==> src/rtl/gal_ctrl_seq_pkg.sv <==
// Shared types and configuration helpers for the GAL counter control stage.
package gal_ctrl_pkg;

  typedef enum logic [1:0] {
    IDLE = 2'd0,
    LOAD = 2'd1,
    CLR  = 2'd2,
    GAP  = 2'd3
  } state_e;

  localparam int DEFAULT_DEBOUNCE_CYCLES = 4;

  // Bit positions of the front-panel inputs in the debounced vectors.
  localparam int IDX_LOAD  = 0;
  localparam int IDX_CLEAR = 1;
  localparam int IDX_RUN   = 2;
  localparam int IDX_DATA  = 3;

  // The debounce counter must be able to reach DEBOUNCE_CYCLES-1.
  function automatic bit cnt_w_fits(input int cnt_w, input int cycles);
    return ((1 << cnt_w) > cycles) && (cycles >= 1);
  endfunction

endpackage

==> src/rtl/gal_ctrl_seq_if.sv <==
// Front-panel inputs and counter-side outputs of the control stage.
interface gal_ctrl_seq_if;
  logic LoadBtn;
  logic ClearBtn;
  logic RunSw;
  logic DataSw;
  logic Set;
  logic Clear;
  logic D;
  logic OE;

  modport master (output LoadBtn, ClearBtn, RunSw, DataSw,
                  input  Set, Clear, D, OE);
  modport slave  (input  LoadBtn, ClearBtn, RunSw, DataSw,
                  output Set, Clear, D, OE);
endinterface

==> src/rtl/gal_ctrl_seq_debounce.sv <==
// One front-panel input: 2-flop synchronizer, counting debounce filter and
// rising-edge detect on the filtered level.
module gal_debounce #(
  parameter int DEBOUNCE_CYCLES = 4,
  parameter int CNT_W           = 3
) (
  input  logic Clock,
  input  logic Reset_n,
  input  logic raw_i,
  output logic filt_o,
  output logic rise_o
);

  logic             sync1_q;
  logic             sync2_q;
  logic             filt_q;
  logic             filt_dly_q;
  logic [CNT_W-1:0] cnt_q;

  always_ff @(posedge Clock or negedge Reset_n) begin
    if (!Reset_n) begin
      sync1_q    <= 1'b0;
      sync2_q    <= 1'b0;
      filt_q     <= 1'b0;
      filt_dly_q <= 1'b0;
      cnt_q      <= '0;
    end else begin
      sync1_q    <= raw_i;
      sync2_q    <= sync1_q;
      filt_dly_q <= filt_q;
      if (sync2_q == filt_q) begin
        cnt_q <= '0;
      end else if (cnt_q == CNT_W'(DEBOUNCE_CYCLES - 1)) begin
        filt_q <= ~filt_q;
        cnt_q  <= '0;
      end else begin
        cnt_q <= cnt_q + CNT_W'(1);
      end
    end
  end

  assign filt_o = filt_q;
  assign rise_o = filt_q & ~filt_dly_q;

endmodule

==> src/rtl/gal_ctrl_seq.sv <==
// Control sequencer: debounces the panel inputs and issues Set/Clear strobes,
// load data and the active-low count enable to the GAL counter.
module gal_ctrl_seq
  import gal_ctrl_pkg::*;
#(
  parameter int DEBOUNCE_CYCLES = DEFAULT_DEBOUNCE_CYCLES,
  parameter int CNT_W           = 3
) (
  input  logic           Clock,
  input  logic           Reset_n,
  gal_ctrl_seq_if.slave  bus
);

  if (!cnt_w_fits(CNT_W, DEBOUNCE_CYCLES)) begin : g_bad_cfg
    $error("gal_ctrl_seq: CNT_W too narrow for DEBOUNCE_CYCLES");
  end

  logic [3:0] raw;
  logic [3:0] filt;
  logic [3:0] rise;
  logic       unused_rise;

  assign raw = {bus.DataSw, bus.RunSw, bus.ClearBtn, bus.LoadBtn};

  for (genvar gi = 0; gi < 4; gi++) begin : g_deb
    gal_debounce #(
      .DEBOUNCE_CYCLES (DEBOUNCE_CYCLES),
      .CNT_W           (CNT_W)
    ) u_deb (
      .Clock   (Clock),
      .Reset_n (Reset_n),
      .raw_i   (raw[gi]),
      .filt_o  (filt[gi]),
      .rise_o  (rise[gi])
    );
  end

  // Switch edges are not events; only their levels matter.
  assign unused_rise = rise[IDX_RUN] ^ rise[IDX_DATA];

  logic   rise_load;
  logic   rise_clr;
  state_e state_q;
  logic   set_q;
  logic   clear_q;
  logic   d_q;
  logic   oe_q;
  logic   pend_load_q;
  logic   pend_clr_q;

  assign rise_load = rise[IDX_LOAD];
  assign rise_clr  = rise[IDX_CLEAR];

  // Outputs are loaded with the value that belongs to the next state, so
  // every strobe lines up exactly with the state it is issued from.
  always_ff @(posedge Clock or negedge Reset_n) begin
    if (!Reset_n) begin
      state_q     <= IDLE;
      set_q       <= 1'b0;
      clear_q     <= 1'b0;
      d_q         <= 1'b0;
      oe_q        <= 1'b1;
      pend_load_q <= 1'b0;
      pend_clr_q  <= 1'b0;
    end else begin
      set_q   <= 1'b0;
      clear_q <= 1'b0;
      oe_q    <= 1'b1;
      case (state_q)
        IDLE: begin
          if (rise_load || pend_load_q) begin
            state_q     <= LOAD;
            set_q       <= 1'b1;
            d_q         <= filt[IDX_DATA];
            pend_load_q <= 1'b0;
            pend_clr_q  <= pend_clr_q | rise_clr;
          end else if (rise_clr || pend_clr_q) begin
            state_q    <= CLR;
            clear_q    <= 1'b1;
            pend_clr_q <= 1'b0;
          end else begin
            oe_q <= ~filt[IDX_RUN];
          end
        end
        LOAD: begin
          pend_load_q <= pend_load_q | rise_load;
          // A clear rising now is a new request, kept for after GAP.
          pend_clr_q  <= rise_clr;
          if (pend_clr_q) begin
            state_q <= CLR;
            clear_q <= 1'b1;
          end else begin
            state_q <= GAP;
          end
        end
        CLR: begin
          state_q     <= GAP;
          pend_load_q <= pend_load_q | rise_load;
          pend_clr_q  <= pend_clr_q | rise_clr;
        end
        default: begin
          state_q     <= IDLE;
          oe_q        <= ~filt[IDX_RUN];
          pend_load_q <= pend_load_q | rise_load;
          pend_clr_q  <= pend_clr_q | rise_clr;
        end
      endcase
    end
  end

  assign bus.Set   = set_q;
  assign bus.Clear = clear_q;
  assign bus.D     = d_q;
  assign bus.OE    = oe_q;

endmodule

==> src/flat_wrapper.sv <==
// flat-port wrapper written by rule: the top's interface ports become plain ports
module gal_ctrl_seq_flat import gal_ctrl_pkg::*;
#(
  parameter int DEBOUNCE_CYCLES = DEFAULT_DEBOUNCE_CYCLES,
  parameter int CNT_W           = 3
)
  (Clock, Reset_n, bus_LoadBtn, bus_ClearBtn, bus_RunSw, bus_DataSw, bus_Set, bus_Clear, bus_D, bus_OE);
  gal_ctrl_seq_if bus_i ();
  input  logic Clock;
  input  logic Reset_n;
  input wire logic [$bits(bus_i.LoadBtn)-1:0] bus_LoadBtn;
  input wire logic [$bits(bus_i.ClearBtn)-1:0] bus_ClearBtn;
  input wire logic [$bits(bus_i.RunSw)-1:0] bus_RunSw;
  input wire logic [$bits(bus_i.DataSw)-1:0] bus_DataSw;
  output wire logic [$bits(bus_i.Set)-1:0] bus_Set;
  output wire logic [$bits(bus_i.Clear)-1:0] bus_Clear;
  output wire logic [$bits(bus_i.D)-1:0] bus_D;
  output wire logic [$bits(bus_i.OE)-1:0] bus_OE;
  assign bus_i.LoadBtn = bus_LoadBtn;
  assign bus_i.ClearBtn = bus_ClearBtn;
  assign bus_i.RunSw = bus_RunSw;
  assign bus_i.DataSw = bus_DataSw;
  assign bus_Set = bus_i.Set;
  assign bus_Clear = bus_i.Clear;
  assign bus_D = bus_i.D;
  assign bus_OE = bus_i.OE;
  gal_ctrl_seq #(.DEBOUNCE_CYCLES(DEBOUNCE_CYCLES), .CNT_W(CNT_W)) u_core (.Clock(Clock), .Reset_n(Reset_n), .bus(bus_i));
endmodule
==> config.mk <==
export PLATFORM = sky130hd
export DESIGN_NAME = gal_ctrl_seq_flat
export DESIGN_NICKNAME = d
export VERILOG_FILES = /design/src/rtl/gal_ctrl_seq_pkg.sv /design/src/rtl/gal_ctrl_seq_if.sv /design/src/rtl/gal_ctrl_seq_debounce.sv /design/src/rtl/gal_ctrl_seq.sv /design/src/flat_wrapper.sv
export SDC_FILE = /design/constraint.sdc
export NUM_CORES = 1
export LEC_CHECK = 0
export CELL_PAD_IN_SITES_DETAIL_PLACEMENT = 1
export CELL_PAD_IN_SITES_GLOBAL_PLACEMENT = 2
export CORE_ASPECT_RATIO = 1.75
export CORE_MARGIN = 3
export CORE_UTILIZATION = 25
export DETAILED_ROUTE_END_ITERATION = 8
export PLACE_DENSITY = 0.54
export SLEW_MARGIN = 20
export SYNTH_ARGS = -nofsm -noshare
export SYNTH_HDL_FRONTEND = slang
export SYNTH_HIERARCHICAL = 1
export SYNTH_SLANG_ARGS = --single-unit
==> constraint.sdc <==
create_clock -name Clock -period 1.7 [get_ports Clock]
set_input_delay 0.51 -clock Clock [delete_from_list [all_inputs] [get_ports Clock]]
set_output_delay 0.51 -clock Clock [all_outputs]
set_load 0.02 [all_outputs]
==> results.txt, run 1 <==
In the final routing, the length of wire on met1 measures 744 um. The number of remaining DRC errors is 0. The filler cell count in the final layout is between 500 and 600.

The power density normalized to cell area is 1720 nW/um2. The cell area that synthesis handed to floorplanning was roughly 1400 um2. The number of synthesis warnings is 6. The H-tree generated during clock tree synthesis spans 2 levels.

The run finished with clean final reports. The length of routed met3 wiring is 115 um. The min-delay analysis places its worst path in the category register to register. The first-pass GRT wire length came out at 4000 um.

The number of clock sinks seen by CTS is 34. The detail-routed net length per standard cell is ~12 um. The number of buffers inserted during clock tree synthesis is 5. The leftover overflow at the end of global routing came out at 0. The final-report max-slew violation count is 0. For this design the top-level I/O count stands at 10. The routed design uses approximately 1300 um of met2 wire. Setup violations remaining at the end of the flow were counted as 0. The relative contribution of combinational cells to total power came out at around 36%.

For the pin with the worst max-slew slack, the measured transition is 0.326 ns. Internal power comes to between 1500 and 2000 uW. The detailed-router iteration count before antenna repair is 4.

The aggregate negative setup slack is 0 ns. The startpoint identified for the worst register-to-register timing path is u_core/state_q[1]. The fraction of the cycle the final worst path needs is 95.3%.

The critical path startpoint category is a register. The mean instance size in the synthesized netlist is between 10 and 15 um2. The post-route netlist has a little under a quarter of its cells at a drive strength greater than 1. The largest fanout on the critical path came out at 1. The worst-case setup slack after placement is a little over 0.1 ns. The via count of the first global-routing pass is roughly 870. For the worst setup path, the data required time is between 1 and 1.5 ns.

The total track usage is 7.94%. Using the TritonRoute via totals, the vias-per-cell ratio works out to 4.12. The endpoint identified for the worst register-to-register timing path is u_core/state_q[0]. The delay contributed by the slowest stage of the critical path is about 0.51 ns.

The timing startpoint of the critical path is u_core/bus.OE. Entering global routing, the biggest net connects 35 pins. The hold-critical path depth came out at 0. The number of endpoints with negative hold slack in the final report came out at 0. The clock insertion delay at the later pin of the skew report came out at 0.28 ns.

The number of antenna violations at the first check in global routing is 0. The placer congestion estimate came out at 0.710. The switching power summed over all nets is between 900 and 1000 uW. The post-route worst setup slack came out at about 0.08 ns. The uppermost layer routed is met4.

The placed wire-length estimate is 1630 um. The type of destination of the critical path is an output pin. The number of antenna diodes in the final layout is 0.

The switching part of the total power came out at 33.2%. In this run the horizontal extent of the chip is 62.1 um. The largest clock skew in the final design is between 0.008 and 0.009 ns. In the synthesized netlist, the number of instances is between 90 and 100.

The critical path in this run is classified as register to output pin. For this run, the post-layout net count is 125. Row generation in the floorplan step produced 35 rows. The clock network accounts for a little over a fifth of the total power. The die boundary height is 104 um. The area enclosed by the die boundary came out at approximately 6500 um2. TritonCTS built the clock tree. The number of nets in the synthesized netlist is 109. The static power due to leakage is 0.000735 uW. The CTS clock-pin slew for the worst setup and hold paths is ~0.060 ns.

Across all register-to-register paths, the minimum setup slack is between 0.15 and 0.2 ns. Headroom to the max-slew limit came out at roughly 78%. The buffer cell driving the clock tree root is sky130_fd_sc_hd__clkbuf_8. The critical path goes through dlygate4sd2_1. The part of the total power dissipated in sequential elements is a little over two fifths. The number of DRC markers after the initial detailed-route iteration came out at 19. The number of max-cap violations is 0. The slowest stage of the critical path belongs to the cell sky130_fd_sc_hd__dfstp_2. The aggregate routed wire length is 2200 um.

The setup fix buffers added after clock tree synthesis came out at 0. The core area is approximately 5300 um2. The post-synthesis to final-layout area growth is 20.3%.

Following the worst setup path forward leads to its endpoint at bus_OE. The peak supply drop is 0.439 mV. Setup repair after global routing left no endpoint under its margin. The arrival time at the worst endpoint came out at 1.11 ns.

No sink is reached through more buffers than the 2 on the longest clock path. The number of cell instances on the worst register-to-register path is 4. Among cell families on the critical path, the largest total delay comes from flip-flops.

The count of buffers added on input and output ports is 9. The count of vias placed by the detailed router came out at around 770. The count of buffer and inverter cells on the critical path is 1. The starting density of the core came out at 26.0%.

The total stage count of the critical path is 1. Derived from the worst setup path, the maximum achievable clock frequency is 618 MHz. The smallest clock period supported by the final layout is computed as 1.62 ns. The residual antenna-violating net count after detailed routing is 0.
[layout by cell type (no fill, tap or decap), types with 2 or more instances in the layout]
| cell type | count |
|---|---|
| sky130_fd_sc_hd__nor3_1 | 4 |
| sky130_fd_sc_hd__dfrtp_1 | 33 |
| sky130_fd_sc_hd__nor2_1 | 4 |
| sky130_fd_sc_hd__ha_1 | 8 |
| sky130_fd_sc_hd__nor2b_4 | 4 |
| sky130_fd_sc_hd__mux2_2 | 4 |
| sky130_fd_sc_hd__clkbuf_1 | 2 |
| sky130_fd_sc_hd__inv_1 | 4 |
| sky130_fd_sc_hd__clkbuf_8 | 6 |
| sky130_fd_sc_hd__clkdlybuf4s50_1 | 5 |
| sky130_fd_sc_hd__xnor2_1 | 4 |
| sky130_fd_sc_hd__a21oi_1 | 5 |
| sky130_fd_sc_hd__dlygate4sd2_1 | 4 |
| sky130_fd_sc_hd__nor3b_1 | 4 |
| sky130_fd_sc_hd__a31oi_1 | 2 |
| sky130_fd_sc_hd__nor2b_1 | 2 |
| sky130_fd_sc_hd__nor3b_2 | 4 |
[cell type report]
| type | count | area [um2] | share of cell area (%) |
|---|---|---|---|
| clock buffers | 8 | 90.1 | 5.43 |
| inverters | 4 | 15.0 | 0.906 |
| multi-input cells | 56 | 503 | 30.3 |
| flip-flops and latches | 34 | 852 | 51.4 |
| well taps | 74 | 92.6 | 5.58 |
| repair buffers | 10 | 105 | 6.34 |
[routing by layer]
layer  track usage (%)  vias to the layer above
met5                 0                        -
met4              4.75                        0
met3              3.03                        5
met2              14.6                       15
met1              7.18                      393
li1                  -                      353
[flip-flops by register name, indices dropped and copies added, names as in the netlist, 2 cells and up]
register	cells
u_core/g_deb.u_deb/sync2_q	4
u_core/g_deb.u_deb/filt_o	4
u_core/g_deb.u_deb/cnt_q	12
u_core/state_q	2
u_core/g_deb.u_deb/filt_dly_q	2
u_core/g_deb.u_deb/sync1_q	4
[through the flow]
step / util (%) / total power [uW] / instance area, um2 / cells / hold slack, ns
6_report: 31.3 / 2840 / 1660 / 186 / 0.347
3_5_place_dp: 29.7 / 2320 / 1570 / 178 / 0.336
3_3_place_gp: 29.7 / 2250 / 1570 / 178 / 0.333
2_1_floorplan: - / 2010 / 1380 / 95 / 0.214
5_1_grt: 31.3 / 3070 / 1660 / 186 / 0.369
4_1_cts: 31.3 / 2900 / 1660 / 186 / 0.351
[power groups by stage]
stage	Combinational [uW]	Sequential, uW	Clock [uW]
after floorplan	742	1260	0
after global routing	1140	1260	663
after global placement	1030	1230	0
after CTS	1050	1230	625
final	1020	1230	594
after detailed placement	1070	1250	0
[worst min-delay path by stage]
| stage | from | to | slack (ns) |
|---|---|---|---|
| after floorplan | Reset_n | u_core/bus.Clear | 0.21 |
| after global placement | u_core/g_deb[2].u_deb/sync1_q | u_core/g_deb[2].u_deb/sync2_q | 0.33 |
| after detailed placement | u_core/g_deb[2].u_deb/sync1_q | u_core/g_deb[2].u_deb/sync2_q | 0.34 |
| after CTS | u_core/g_deb[2].u_deb/sync1_q | u_core/g_deb[2].u_deb/sync2_q | 0.35 |
| after global routing | u_core/g_deb[2].u_deb/sync1_q | u_core/g_deb[2].u_deb/sync2_q | 0.37 |
| final | u_core/g_deb[2].u_deb/sync1_q | u_core/g_deb[2].u_deb/sync2_q | 0.35 |
[repair_timing]
item | CTS | global route
resized for setup | 4 | 0
setup endpoints to repair | 4 | 0
hold buffers | 0 | 0
No activity file was read; power rests on OpenSTA's default activity.
==> run 2: changes to the inputs <==
--- a/config.mk
+++ b/config.mk
@@ -5,13 +5,12 @@
 export SDC_FILE = /design/constraint.sdc
 export NUM_CORES = 1
 export LEC_CHECK = 0
-export CELL_PAD_IN_SITES_DETAIL_PLACEMENT = 1
-export CELL_PAD_IN_SITES_GLOBAL_PLACEMENT = 2
 export CORE_ASPECT_RATIO = 1.75
 export CORE_MARGIN = 3
 export CORE_UTILIZATION = 25
+export CTS_CLUSTER_SIZE = 30
 export DETAILED_ROUTE_END_ITERATION = 8
-export PLACE_DENSITY = 0.54
+export PLACE_DENSITY = 0.43
 export SLEW_MARGIN = 20
 export SYNTH_ARGS = -nofsm -noshare
 export SYNTH_HDL_FRONTEND = slang
==> results.txt, run 2 (same netlist as run 1, synthesis figures left out) <==
After global routing, the most crowded layer is met2. The post-synthesis to final-layout area growth was 20.4% (about the same). The antenna diode count came out at 0 (unchanged). The fraction of layout cells with a size suffix above 1 came to 24.1% (+0.89 points). The slew at the pin closest to its max-slew limit came out at 0.327 ns (+0.00120 ns). The path type of the worst min-delay path is register to register.

The placed wire-length estimate came out at 1400 um (-14%). The leftover overflow at the end of global routing came out at 0 (unchanged). The arrival time at the worst endpoint is 1.11 ns (about the same).

The die boundary height came out at 104 um (unchanged). The cell family contributing the most delay on the critical path is flip-flops. The switching power summed over all nets came out at 931 uW (-1.4%). The run finished with clean final reports. The post-layout net count is 125 (unchanged). The buffer depth of the longest clock path is 2 (unchanged). Walking the worst path, the cells encountered are dlygate4sd2_1.

The delay contributed by the slowest stage of the critical path was 0.51 ns (about the same). The part of the total power dissipated in sequential elements is 43.1% (about the same). The hold-fix buffer count after cts was 0 (unchanged). The required time reported for the critical path endpoint came to 1.19 ns (about the same). The critical path startpoint category is a register. The total track usage is 7.26% (-0.68 points). The fraction of met1 tracks used by global routing came out at 7.33% (+0.14 points). STA classifies the critical path endpoint as an output pin. The power density normalized to cell area came out at 1700 nW/um2 (-0.81%). The post-CTS resize count is 4 (unchanged). The aggregate routed wire length came out at 1950 um (-11%). The count of buffer and inverter cells on the critical path came out at 1 (unchanged).

The maximum level of the CTS H-tree is 2 (unchanged). The number of clock sinks seen by CTS came out at 34 (unchanged). The number of max-cap violations is 0 (unchanged). The static power due to leakage is 0.000738 uW (+0.37%). In this run the most critical hold path is launched from u_core/g_deb[3].u_deb/sync1_q. The timing startpoint of the critical path is u_core/bus.OE.

The met3 usage came to 2.59% (-0.43 points). The time the worst path needs with I/O delays and setup came to 1.62 ns (+0.00193 ns). The critical path start-end classification is register to output pin.

The number of endpoints with negative hold slack in the final report is 0 (unchanged). The normalized max-slew margin is 78.0% (-0.080 points). The number of buffers inserted during clock tree synthesis is 5 (unchanged).

The cell type of the slowest stage on the worst timing path is sky130_fd_sc_hd__dfstp_2. TritonCTS built the clock tree. The final-report max-slew violation count came to 0 (unchanged). The peak supply drop is 0.543 mV (+24%).

The setup fix buffers added after clock tree synthesis is 0 (unchanged). The global-route track usage on met2 came to 12.2% (-2.4 points). In the layout the commonest cells are sky130_fd_sc_hd__dfrtp_1 (33), sky130_fd_sc_hd__ha_1 (8), sky130_fd_sc_hd__clkbuf_8 (6), sky130_fd_sc_hd__clkdlybuf4s50_1 (5), sky130_fd_sc_hd__a21oi_1 (5). The placer congestion estimate was 0.616 (-13%). The CTS clock-pin slew for the worst setup and hold paths is 0.07 ns (about the same).

The largest clock skew in the final design is 0.00572 ns (-0.00261 ns). The pin count of the biggest net entering global routing came out at 35 (unchanged). The detailed-router iteration count before antenna repair came out at 3 (-1). The residual antenna-violating net count after detailed routing came out at 0 (unchanged).

The count of vias placed by the detailed router is 752 (-1.8%). The starting density of the core came to 26.0% (unchanged). The top achievable clock speed is 617 MHz (-0.12%). The overall die width is 62.1 um (unchanged).

The worst register-to-register path begins at u_core/state_q[0]. The number of rows in the core area came out at 35 (unchanged). The number of primary I/O pins is 10 (unchanged).

The core area came to 5300 um2 (unchanged). The cell-internal power came to 1890 uW (-0.40%). The via density per instance is 4.04 (-1.8%). The number of buffers added on ports came out at 9 (unchanged). The portion of total power attributed to the clock network was 21.2% (+0.3 points).

The largest fanout on the critical path is 1 (unchanged). The detail-routed net length per standard cell is 10.5 um (-11%). The worst hold slack came out at 0.349 ns (+0.00150 ns). The flip-flop count of the largest register, all copies and words added is 12 (unchanged). The switching part of the total power came out at 33.0% (-0.23 points). The number of remaining DRC errors came out at 0 (unchanged).

The tree is rooted in a sky130_fd_sc_hd__clkbuf_8. The via count of the first global-routing pass is 811 (-6.2%). The number of antenna violations at the first check in global routing is 0 (unchanged). The aggregate negative setup slack is 0 ns (unchanged).

The setup violation total in the final timing report is 0 (unchanged). The clock insertion delay at the later pin of the skew report came out at 0.28 ns (about the same). The area enclosed by the die boundary is 6470 um2 (unchanged). The relative contribution of combinational cells to total power came out at 35.7% (-0.3 points).

The register name with the most flops is u_core/g_deb.u_deb/cnt_q. The number of DRC markers after the initial detailed-route iteration came to 6 (-13). Setup repair after global routing left no endpoint under its margin.

The fraction of the cycle the final worst path needs is 95.4% (+0.11 points). Leaving out fill and tap cells, the most frequent cell in the layout is sky130_fd_sc_hd__dfrtp_1. The first-pass GRT wire length is 3620 um (-9.3%).
-- run 2: changes by cell type in the layout (fill, tap and decap cells not counted) --
cell / change
sky130_fd_sc_hd__clkbuf_1: -1
sky130_fd_sc_hd__clkinv_2: +1
-- run 2: per-stage QoR --
| step | setup WS [ns] | utilization, % | area (um2) | power [uW] | instances |
|---|---|---|---|---|---|
| floorplan | 0.368 | - | 1380 | 2010 | 95 |
| global placement | 0.106 | 29.7 | 1570 | 2240 | 178 |
| detailed placement | 0.105 | 29.7 | 1570 | 2290 | 178 |
| CTS | 0.0588 | 31.3 | 1660 | 2880 | 186 |
| global route | 0.0409 | 31.3 | 1660 | 3050 | 186 |
| finish | 0.0788 | 31.3 | 1660 | 2820 | 186 |
-- run 2: power by group through the flow --
stage / Clock, uW / Sequential (uW) / Combinational (uW)
floorplan: 0 / 1260 / 742
global placement: 0 / 1230 / 1010
detailed placement: 0 / 1240 / 1040
CTS: 636 / 1230 / 1020
global route: 672 / 1260 / 1120
finish: 598 / 1220 / 1010
-- run 2: worst paths after layout --
check | slack (ns) | endpoint | cells past startpoint
worst max-delay path | 0.08 | bus_OE | 1
worst min-delay path | 0.35 | u_core/g_deb[3].u_deb/sync2_q | 0
worst max register to register | 0.15 | u_core/state_q[0] | 4
worst min register to register | 0.35 | u_core/g_deb[3].u_deb/sync2_q | 0
max in group asynchronous | 0.85 | u_core/bus.OE | 2
min in group asynchronous | 0.59 | u_core/bus.Clear | 2
-- run 2: layer usage --
metal	up-vias	share of wire, %
met5	-	0
met4	0	3.0
met3	6	4.8
met2	14	54
met1	378	38
li1	354	-
-- run 2: worst reg2reg max path, cell delays in order, from the launching register on --
cell and delay (ns):
sky130_fd_sc_hd__dfrtp_1 0.42, sky130_fd_sc_hd__inv_1 0.09, sky130_fd_sc_hd__ha_1 0.35, sky130_fd_sc_hd__and3_4 0.27, sky130_fd_sc_hd__mux2_4 0.30
-- run 2: area by class of cell --
| type | count | area [um2] |
|---|---|---|
| inverters | 4 | 15.0 |
| well taps | 74 | 92.6 |
| repair buffers | 10 | 105 |
| fillers | 540 | 3640 |
| flip-flops and latches | 34 | 852 |
| multi-input cells | 56 | 503 |
| clock buffers | 7 | 86.3 |
| clock inverters | 1 | 5.00 |
